===== src/rtl/pdm_capture.sv =====
// pdm_capture
//   PDM microphone front end. Divides clock_i down to the microphone clock,
//   samples one (mono) or two (stereo, shared data line) PDM channels,
//   assembles WORD_LENGTH-bit words MSB first and presents complete frames on
//   a valid/ready handshake with a sticky overrun flag.
//
// Ports
//   clock_i      system clock, all logic on its rising edge
//   reset_n_i    synchronous active-low reset
//   enable_i     run control; low halts capture but holds the output frame
//   pdm_clk_o    microphone clock, SYSTEM_FREQUENCY/(2*H) with H the half period
//   pdm_data_i   PDM data line shared by both channels
//   data_o       frame; channel 0 in [WORD_LENGTH-1:0], channel 1 above it
//   valid_o      data_o holds an unconsumed frame
//   ready_i      consumer accepts the frame when valid_o is high
//   overrun_o    sticky: a completed frame was dropped
//   clear_i      clears overrun_o (a same-edge drop wins)
module pdm_capture #(
  parameter int WORD_LENGTH        = 16,
  parameter int SYSTEM_FREQUENCY   = 100000000,
  parameter int SAMPLING_FREQUENCY = 1000000,
  parameter int CHANNELS           = 1
) (
  input  logic                            clock_i,
  input  logic                            reset_n_i,
  input  logic                            enable_i,
  output logic                            pdm_clk_o,
  input  logic                            pdm_data_i,
  output logic [CHANNELS*WORD_LENGTH-1:0] data_o,
  output logic                            valid_o,
  input  logic                            ready_i,
  output logic                            overrun_o,
  input  logic                            clear_i
);

  localparam int HALF    = SYSTEM_FREQUENCY / SAMPLING_FREQUENCY / 2;
  localparam int CNT_W   = (HALF > 1) ? $clog2(HALF) : 1;
  localparam int IDX_W   = (WORD_LENGTH > 1) ? $clog2(WORD_LENGTH) : 1;
  localparam int FRAME_W = CHANNELS * WORD_LENGTH;

  localparam logic [CNT_W-1:0] CNT_LAST = CNT_W'(HALF - 1);
  localparam logic [IDX_W-1:0] IDX_LAST = IDX_W'(WORD_LENGTH - 1);

  logic [CNT_W-1:0]       cnt_r;
  logic                   pdm_clk_r;
  logic [IDX_W-1:0]       bit_idx_r;
  logic [WORD_LENGTH-1:0] shift_r [CHANNELS];
  // Set by a channel 0 sample, cleared by the matching channel 1 sample, so
  // the low-phase terminal count before the first channel 0 bit is skipped.
  logic                   ch0_pending_r;
  // The last bit of a frame was captured on the previous edge.
  logic                   frame_done_r;
  logic [FRAME_W-1:0]     data_r;
  logic                   valid_r;
  logic                   overrun_r;

  logic                   terminal_s;
  logic                   ch0_sample_s;
  logic                   ch1_sample_s;
  logic                   last_sample_s;
  logic                   frame_complete_s;
  logic [CHANNELS-1:0]    sample_ch_s;
  logic [FRAME_W-1:0]     frame_s;
  logic                   load_s;
  logic                   drop_s;

  assign terminal_s       = enable_i && (cnt_r == CNT_LAST);
  assign ch0_sample_s     = terminal_s && pdm_clk_r;
  assign ch1_sample_s     = terminal_s && !pdm_clk_r && ch0_pending_r;
  assign last_sample_s    = (CHANNELS == 1) ? ch0_sample_s : ch1_sample_s;
  assign frame_complete_s = last_sample_s && (bit_idx_r == IDX_LAST);

  // A finished frame loads when the output slot is free or being emptied on
  // the same edge; otherwise it is dropped and flagged.
  assign load_s = frame_done_r && (!valid_r || ready_i);
  assign drop_s = frame_done_r && valid_r && !ready_i;

  // Per-channel sample strobes and frame assembly from the shift registers.
  always_comb begin
    sample_ch_s    = {CHANNELS{1'b0}};
    sample_ch_s[0] = ch0_sample_s;
    for (int c = 1; c < CHANNELS; c++) begin
      sample_ch_s[c] = ch1_sample_s;
    end
    frame_s = {FRAME_W{1'b0}};
    for (int c = 0; c < CHANNELS; c++) begin
      frame_s[c*WORD_LENGTH +: WORD_LENGTH] = shift_r[c];
    end
  end

  // Divider, bit sampling and frame assembly; disable discards a partial frame.
  always_ff @(posedge clock_i) begin
    if (!reset_n_i || !enable_i) begin
      cnt_r         <= {CNT_W{1'b0}};
      pdm_clk_r     <= 1'b0;
      bit_idx_r     <= {IDX_W{1'b0}};
      ch0_pending_r <= 1'b0;
      frame_done_r  <= 1'b0;
      for (int c = 0; c < CHANNELS; c++) begin
        shift_r[c] <= {WORD_LENGTH{1'b0}};
      end
    end else begin
      if (cnt_r == CNT_LAST) begin
        cnt_r     <= {CNT_W{1'b0}};
        pdm_clk_r <= ~pdm_clk_r;
      end else begin
        cnt_r <= cnt_r + CNT_W'(1);
      end

      for (int c = 0; c < CHANNELS; c++) begin
        if (sample_ch_s[c]) begin
          shift_r[c] <= {shift_r[c][WORD_LENGTH-2:0], pdm_data_i};
        end
      end

      if (ch0_sample_s) begin
        ch0_pending_r <= 1'b1;
      end else if (ch1_sample_s) begin
        ch0_pending_r <= 1'b0;
      end

      if (last_sample_s) begin
        if (bit_idx_r == IDX_LAST) begin
          bit_idx_r <= {IDX_W{1'b0}};
        end else begin
          bit_idx_r <= bit_idx_r + IDX_W'(1);
        end
      end

      frame_done_r <= frame_complete_s;
    end
  end

  // Output frame, handshake and sticky overrun; these hold while disabled.
  always_ff @(posedge clock_i) begin
    if (!reset_n_i) begin
      data_r    <= {FRAME_W{1'b0}};
      valid_r   <= 1'b0;
      overrun_r <= 1'b0;
    end else begin
      if (load_s) begin
        data_r  <= frame_s;
        valid_r <= 1'b1;
      end else if (valid_r && ready_i) begin
        valid_r <= 1'b0;
      end

      if (drop_s) begin
        overrun_r <= 1'b1;
      end else if (clear_i) begin
        overrun_r <= 1'b0;
      end
    end
  end

  assign pdm_clk_o = pdm_clk_r;
  assign data_o    = data_r;
  assign valid_o   = valid_r;
  assign overrun_o = overrun_r;

endmodule


===== config.mk =====
export PLATFORM = sky130hd
export DESIGN_NAME = pdm_capture
export DESIGN_NICKNAME = d
export VERILOG_FILES = /design/src/rtl/pdm_capture.sv
export SDC_FILE = /design/constraint.sdc
export NUM_CORES = 1
export LEC_CHECK = 0
export CAP_MARGIN = 5
export CORE_AREA = 5 5 68 70
export CTS_CLUSTER_SIZE = 10
export DETAILED_ROUTE_END_ITERATION = 6
export DIE_AREA = 0 0 73 75
export PLACE_DENSITY = 0.73
export SYNTH_ARGS = -nofsm -noshare
export SYNTH_HDL_FRONTEND = slang
export SYNTH_SLANG_ARGS = --single-unit

===== constraint.sdc =====
create_clock -name clock_i -period 2.1 [get_ports clock_i]
set_clock_uncertainty 0.05 [all_clocks]
set_input_delay 0.525 -clock clock_i [delete_from_list [all_inputs] [get_ports clock_i]]
set_output_delay 0.525 -clock clock_i [all_outputs]
set_load 0.02 [all_outputs]

# After elaboration in Yosys (flattened, before gate mapping)
# Memories as Yosys holds them, arrays and structs flattened.
# Cells that the tools add are included.
# totals
wordCells,42
ram_bits,16
n_memories,1
regBits,30
# classes
addsub,2
n_mux,12
bitwise,1
n_reduce_logical,17
eq_ne,2
# memory_table
memory,words,word_bits,rd,rd_ports_with_merged_regs,wr,line_no,text
shift_r,1,16,1,0,1,47,logic [WORD_LENGTH-1:0] shift_r [CHANNELS];
# ops
operator,count
2-to-1 mux 16 bit,1
OR reduction 16 bit,1
2-to-1 mux 1 bit,10
logical AND 1 bit,7
"adder 6 x 1 -> 6 bit, second input constant",1
"== test 6 bit, second input constant",1
"adder 4 x 1 -> 4 bit, second input constant",1
"== test 4 bit, second input constant",1
logical NOT 1 bit,4
2-to-1 mux 4 bit,1
nonzero test 2 bit,2
logical OR 1 bit,2
OR reduction 2 bit,1
NOT 1 bit,1

# Logic depth before layout (Yosys ltp)
# depth
depth_word,8
depth_mapped,6
mapped_depth_nobuf,5

# Worst setup path after synthesis
# Ideal clock, no wire load.
# synth_path
path_kind,flip-flop to flip-flop
from,register cnt_r[0]
to,memory shift_r[0][0] (enable)
arrival_ns,1.871
period_less_slack_ns,2.332
stages_incl_launch_ff,4
setup_slack_ns,-0.232
path_cell_list,dfxtp_1 -> ha_1 -> nand2_1 -> o21ai_0
# synth_via
elab_chain_len,8
# synth_lines
element,line_no,text
from (decl),44,logic [CNT_W-1:0] cnt_r;
from (signal assigned),94,cnt_r <= {CNT_W{1'b0}};
from (signal assigned),104,cnt_r <= {CNT_W{1'b0}};
from (signal assigned),107,cnt_r <= cnt_r + CNT_W'(1);
== test 6 bit *,67,assign terminal_s = enable_i && (cnt_r == CNT_LAST);
logical AND 1 bit *,67,
logical AND 1 bit *,68,assign ch0_sample_s = terminal_s && pdm_clk_r;
2-to-1 mux 1 bit *,111,if (sample_ch_s[c]) begin
2-to-1 mux 1 bit *,93,if (!reset_n_i || !enable_i) begin
2-to-1 mux 1 bit (implied by the code) *,112,"shift_r[c] <= {shift_r[c][WORD_LENGTH-2:0], pdm_data_i};"
OR reduction 16 bit (no line),n/a,
2-to-1 mux 1 bit (no line) *,n/a,
to (decl),47,
# Mark *: on every way between the ends. The rest lies on a longest branch, timed or not.

# Worst setup path after layout
# layout_path
from,"register pdm_clk_r, in the netlist pdm_clk_o"
to,output port pdm_clk_o
# layout_rtl
element,line_no,text
from (decl),45,logic pdm_clk_r;
from (signal assigned),105,pdm_clk_r <= ~pdm_clk_r;
to (decl),27,"output logic pdm_clk_o,"
# No word-level cell between the ends.

==> qor.csv <==
stage;metric;value;unit
run_status;status;complete, no violations;
setup_path;critical path's top delay family;buffers and inverters;
synthesis;Async S/R FF share, synth;0;
pwr;Total Power;1.51;mW
synthesis;Yosys top cell area share;0.326;
clock_tree;clock-pin transition on the worst setup and hold timing paths;0.08;ns
setup_path;nature of the critical path endpoint;output pin;
clock_tree;Bufs on Longest Clock Path;2;
pwr;Sequential Power Share;0.625;
timing;final hold vios;0;
final_layout;Layout area overhead;21.5;%
setup_path;crit start category;flop;
timing;period utilisation layout;0.896;
clock_tree;# hold bufs at CTS;0;
final_layout;Inserted Diodes;0;
run;Max Cap Viol;0;
clock_tree;Num CTS Buffers;5;
routing;drt pass-1 iters;6;
clock_tree;Resized Gates After CTS;0;
die;Die X;73;um
timing;Setup WS post-layout;0.218;ns
min_path;Hold Path Class;reg2reg;
pwr;Clock power frac;0.348;
clock_tree;Setup Fix Bufs, Post-CTS;0;
die;Die Ht;75;um
final_layout;share of layout cells above drive strength 1;0.0792;
final_layout;Design Area, Final;2240;um2
synthesis;Post-synth top flop;dfxtp_1;
synthesis;Post-synth EDFFs;16;
synthesis;Synth Warn #;0;
setup_path;Crit Path Max Fanout;5;
clock_tree;Clock Sinks;46;
placement;routability congestion estimate;0.717;
clock_tree;insertion delay to the later sink of the worst-skew pair;0.30;ns
routing;DRC;0;
timing;Max Slew Vio Count;0;
timing;RSZ-0062 raised after global routing;no;
clock_tree;root buffer cell;clkbuf_8;
routing;Final ANT Viol Nets;0;
synthesis;fraction of the yosys area taken by sequential cells;0.587;
global_routing;global-route wire length before repair;5760;um
synthesis;Synth Register Bits;46;
clock_tree;H-Tree Depth;2;
routing;DR iter-0 viols;118;
die;CORE AREA;3910;um2
setup_path;worst path bufs/invs;1;
global_routing;vias in the first global route;1284;
synthesis;top cells by area, synth;dfxtp_1 33%, edfxtp_1 26%, a21boi_0 6.5%, and2_1 6.4%, nand3_1 5.7%;
die;Die Area;5480;um2
final_layout;fin util;0.572;
synthesis;largest area contributor in the netlist;dfxtp_1;
timing;worst slew margin relative to its limit;0.458;
placement;Final HPWL DP;2550;um
pwr;Switching Share;0.217;
pwr;peak supply drop;405;uV
pwr;internal power;1.18;mW
global_routing;global-route usage over all layers;0.139;
placement;port bufs;24;
routing;Detailed Route WL;3580;um
placement;Place WS;-0.0529;ns
setup_path;WS Path Type;reg2out;
timing;setup violators final;0;
setup_path;worst-path cell chain;clkdlybuf4s50_1;
die;Site Rows;23;
die;Starting Density;0.471;
final_layout;net count reported at finish;210;
setup_path;Critical Path RT;1.52;ns
global_routing;grt total ovfl;0;
timing;Worst-Margin Slew;0.811;ns
pwr;Psw;329;uW
pwr;Comb pwr share;0.026;
timing;final worst path period need;1.88;ns
pwr;PwrDens;676;nW/um2
timing;fmax;0.531;GHz
global_routing;largest net degree at the start of global routing;19;
setup_path;CP arrival;1.31;ns
synthesis;Mapped Area;1840;um2
setup_path;Max stage delay cell, worst path;clkdlybuf4s50_1;
placement;cell area after placement;2150;um2
clock_tree;CTS tree;yes;
routing;DR vias;1385;
global_routing;initial antenna violation count;0;
synthesis;synthesized instance count;175;
synthesis;Syn Area/Cell;10.5;um2
pwr;Lkg Pwr;0.748;nW
routing;vias per cell;5.50;
synthesis;synthesized net count;184;
die;Boundary Pins;25;
routing;Routed WL per cell;14.2;um
setup_path;slowest cell delay on critical path;0.62;ns
synthesis;library cells used by synthesis;32;
[final timing paths]
kind,slack (ns),endpoint,cells past startpoint,startpoint
worst max-delay path,0.22,pdm_clk_o,1,pdm_clk_o
worst min-delay path,0.43,data_o[7],2,data_o[7]
worst max register to register,0.46,shift_r[0][3],3,cnt_r[3]
worst min register to register,0.43,data_o[7],2,data_o[7]
[power groups by stage]
stage	logic [mW]	registers, mW	clock network [mW]
6_report	0.0398	0.947	0.527
5_1_grt	0.0429	0.949	0.582
4_1_cts	0.0400	0.947	0.541
3_5_place_dp	0.0399	0.967	0
3_3_place_gp	0.0382	0.966	0
2_1_floorplan	0.0198	0.963	0
[sequential cells by signal (all words and copies together) (netlist names)]
signal / count
cnt_r: 6
shift_r: 16
pdm_clk_o: 1
frame_done_r: 1
bit_idx_r: 4
data_o: 16
valid_o: 1
overrun_o: 1
[cells by family after synthesis]
family	share of synthesized area
simple gates	0.182
buf+inv	0.0326
flops	0.587
xor+xnor	0.0143
fa+ha+maj	0.0204
compound gates	0.164
[cell usage after synthesis, drive strengths merged, types with 2 or more instances]
master   n
a21boi  17
a21oi    7
and2    19
buf      5
clkbuf   5
dfxtp   30
edfxtp  16
ha       3
inv      5
nand2    3
nand3   21
nor2     5
o21ai   22
or3      2
xor2     2
[layer usage]
layer	track usage	wire [um]	vias to the layer above
met5	0	0	-
met4	0.0902	85	0
met3	0.0360	252	9
met2	0.222	1710	57
met1	0.165	1530	642
li1	-	-	677
[per-stage QoR]
step	hold WS (ns)	setup TNS, ns	std cells
floorplan	0.383	0	175
global placement	0.400	0	244
detailed placement	0.419	-0.0762	244
CTS	0.433	0	252
global route	0.453	0	252
finish	0.433	0	252
[placed cells by master (no fill, tap or decap), types with 2 or more instances in the layout]
cell,n
clkbuf_8,5
and2_1,19
xor2_1,2
or3_1,2
dfxtp_1,30
clkdlybuf4s50_1,24
nand2_1,3
ha_1,3
inv_1,4
buf_4,4
a21oi_1,7
a21boi_0,16
nand3_1,21
nor2_1,5
o21ai_0,20
edfxtp_1,16
o21ai_1,2
[final cells by class]
type	instances	area, um2
clock inverter	3	16.3
fill	349	1670
multi-input combinational	114	702
timing repair buffer	29	290
sequential	46	1080
inverter	5	18.8
tap	50	62.6
clock buffer	5	68.8
Power figures use the tool's default switching activity.
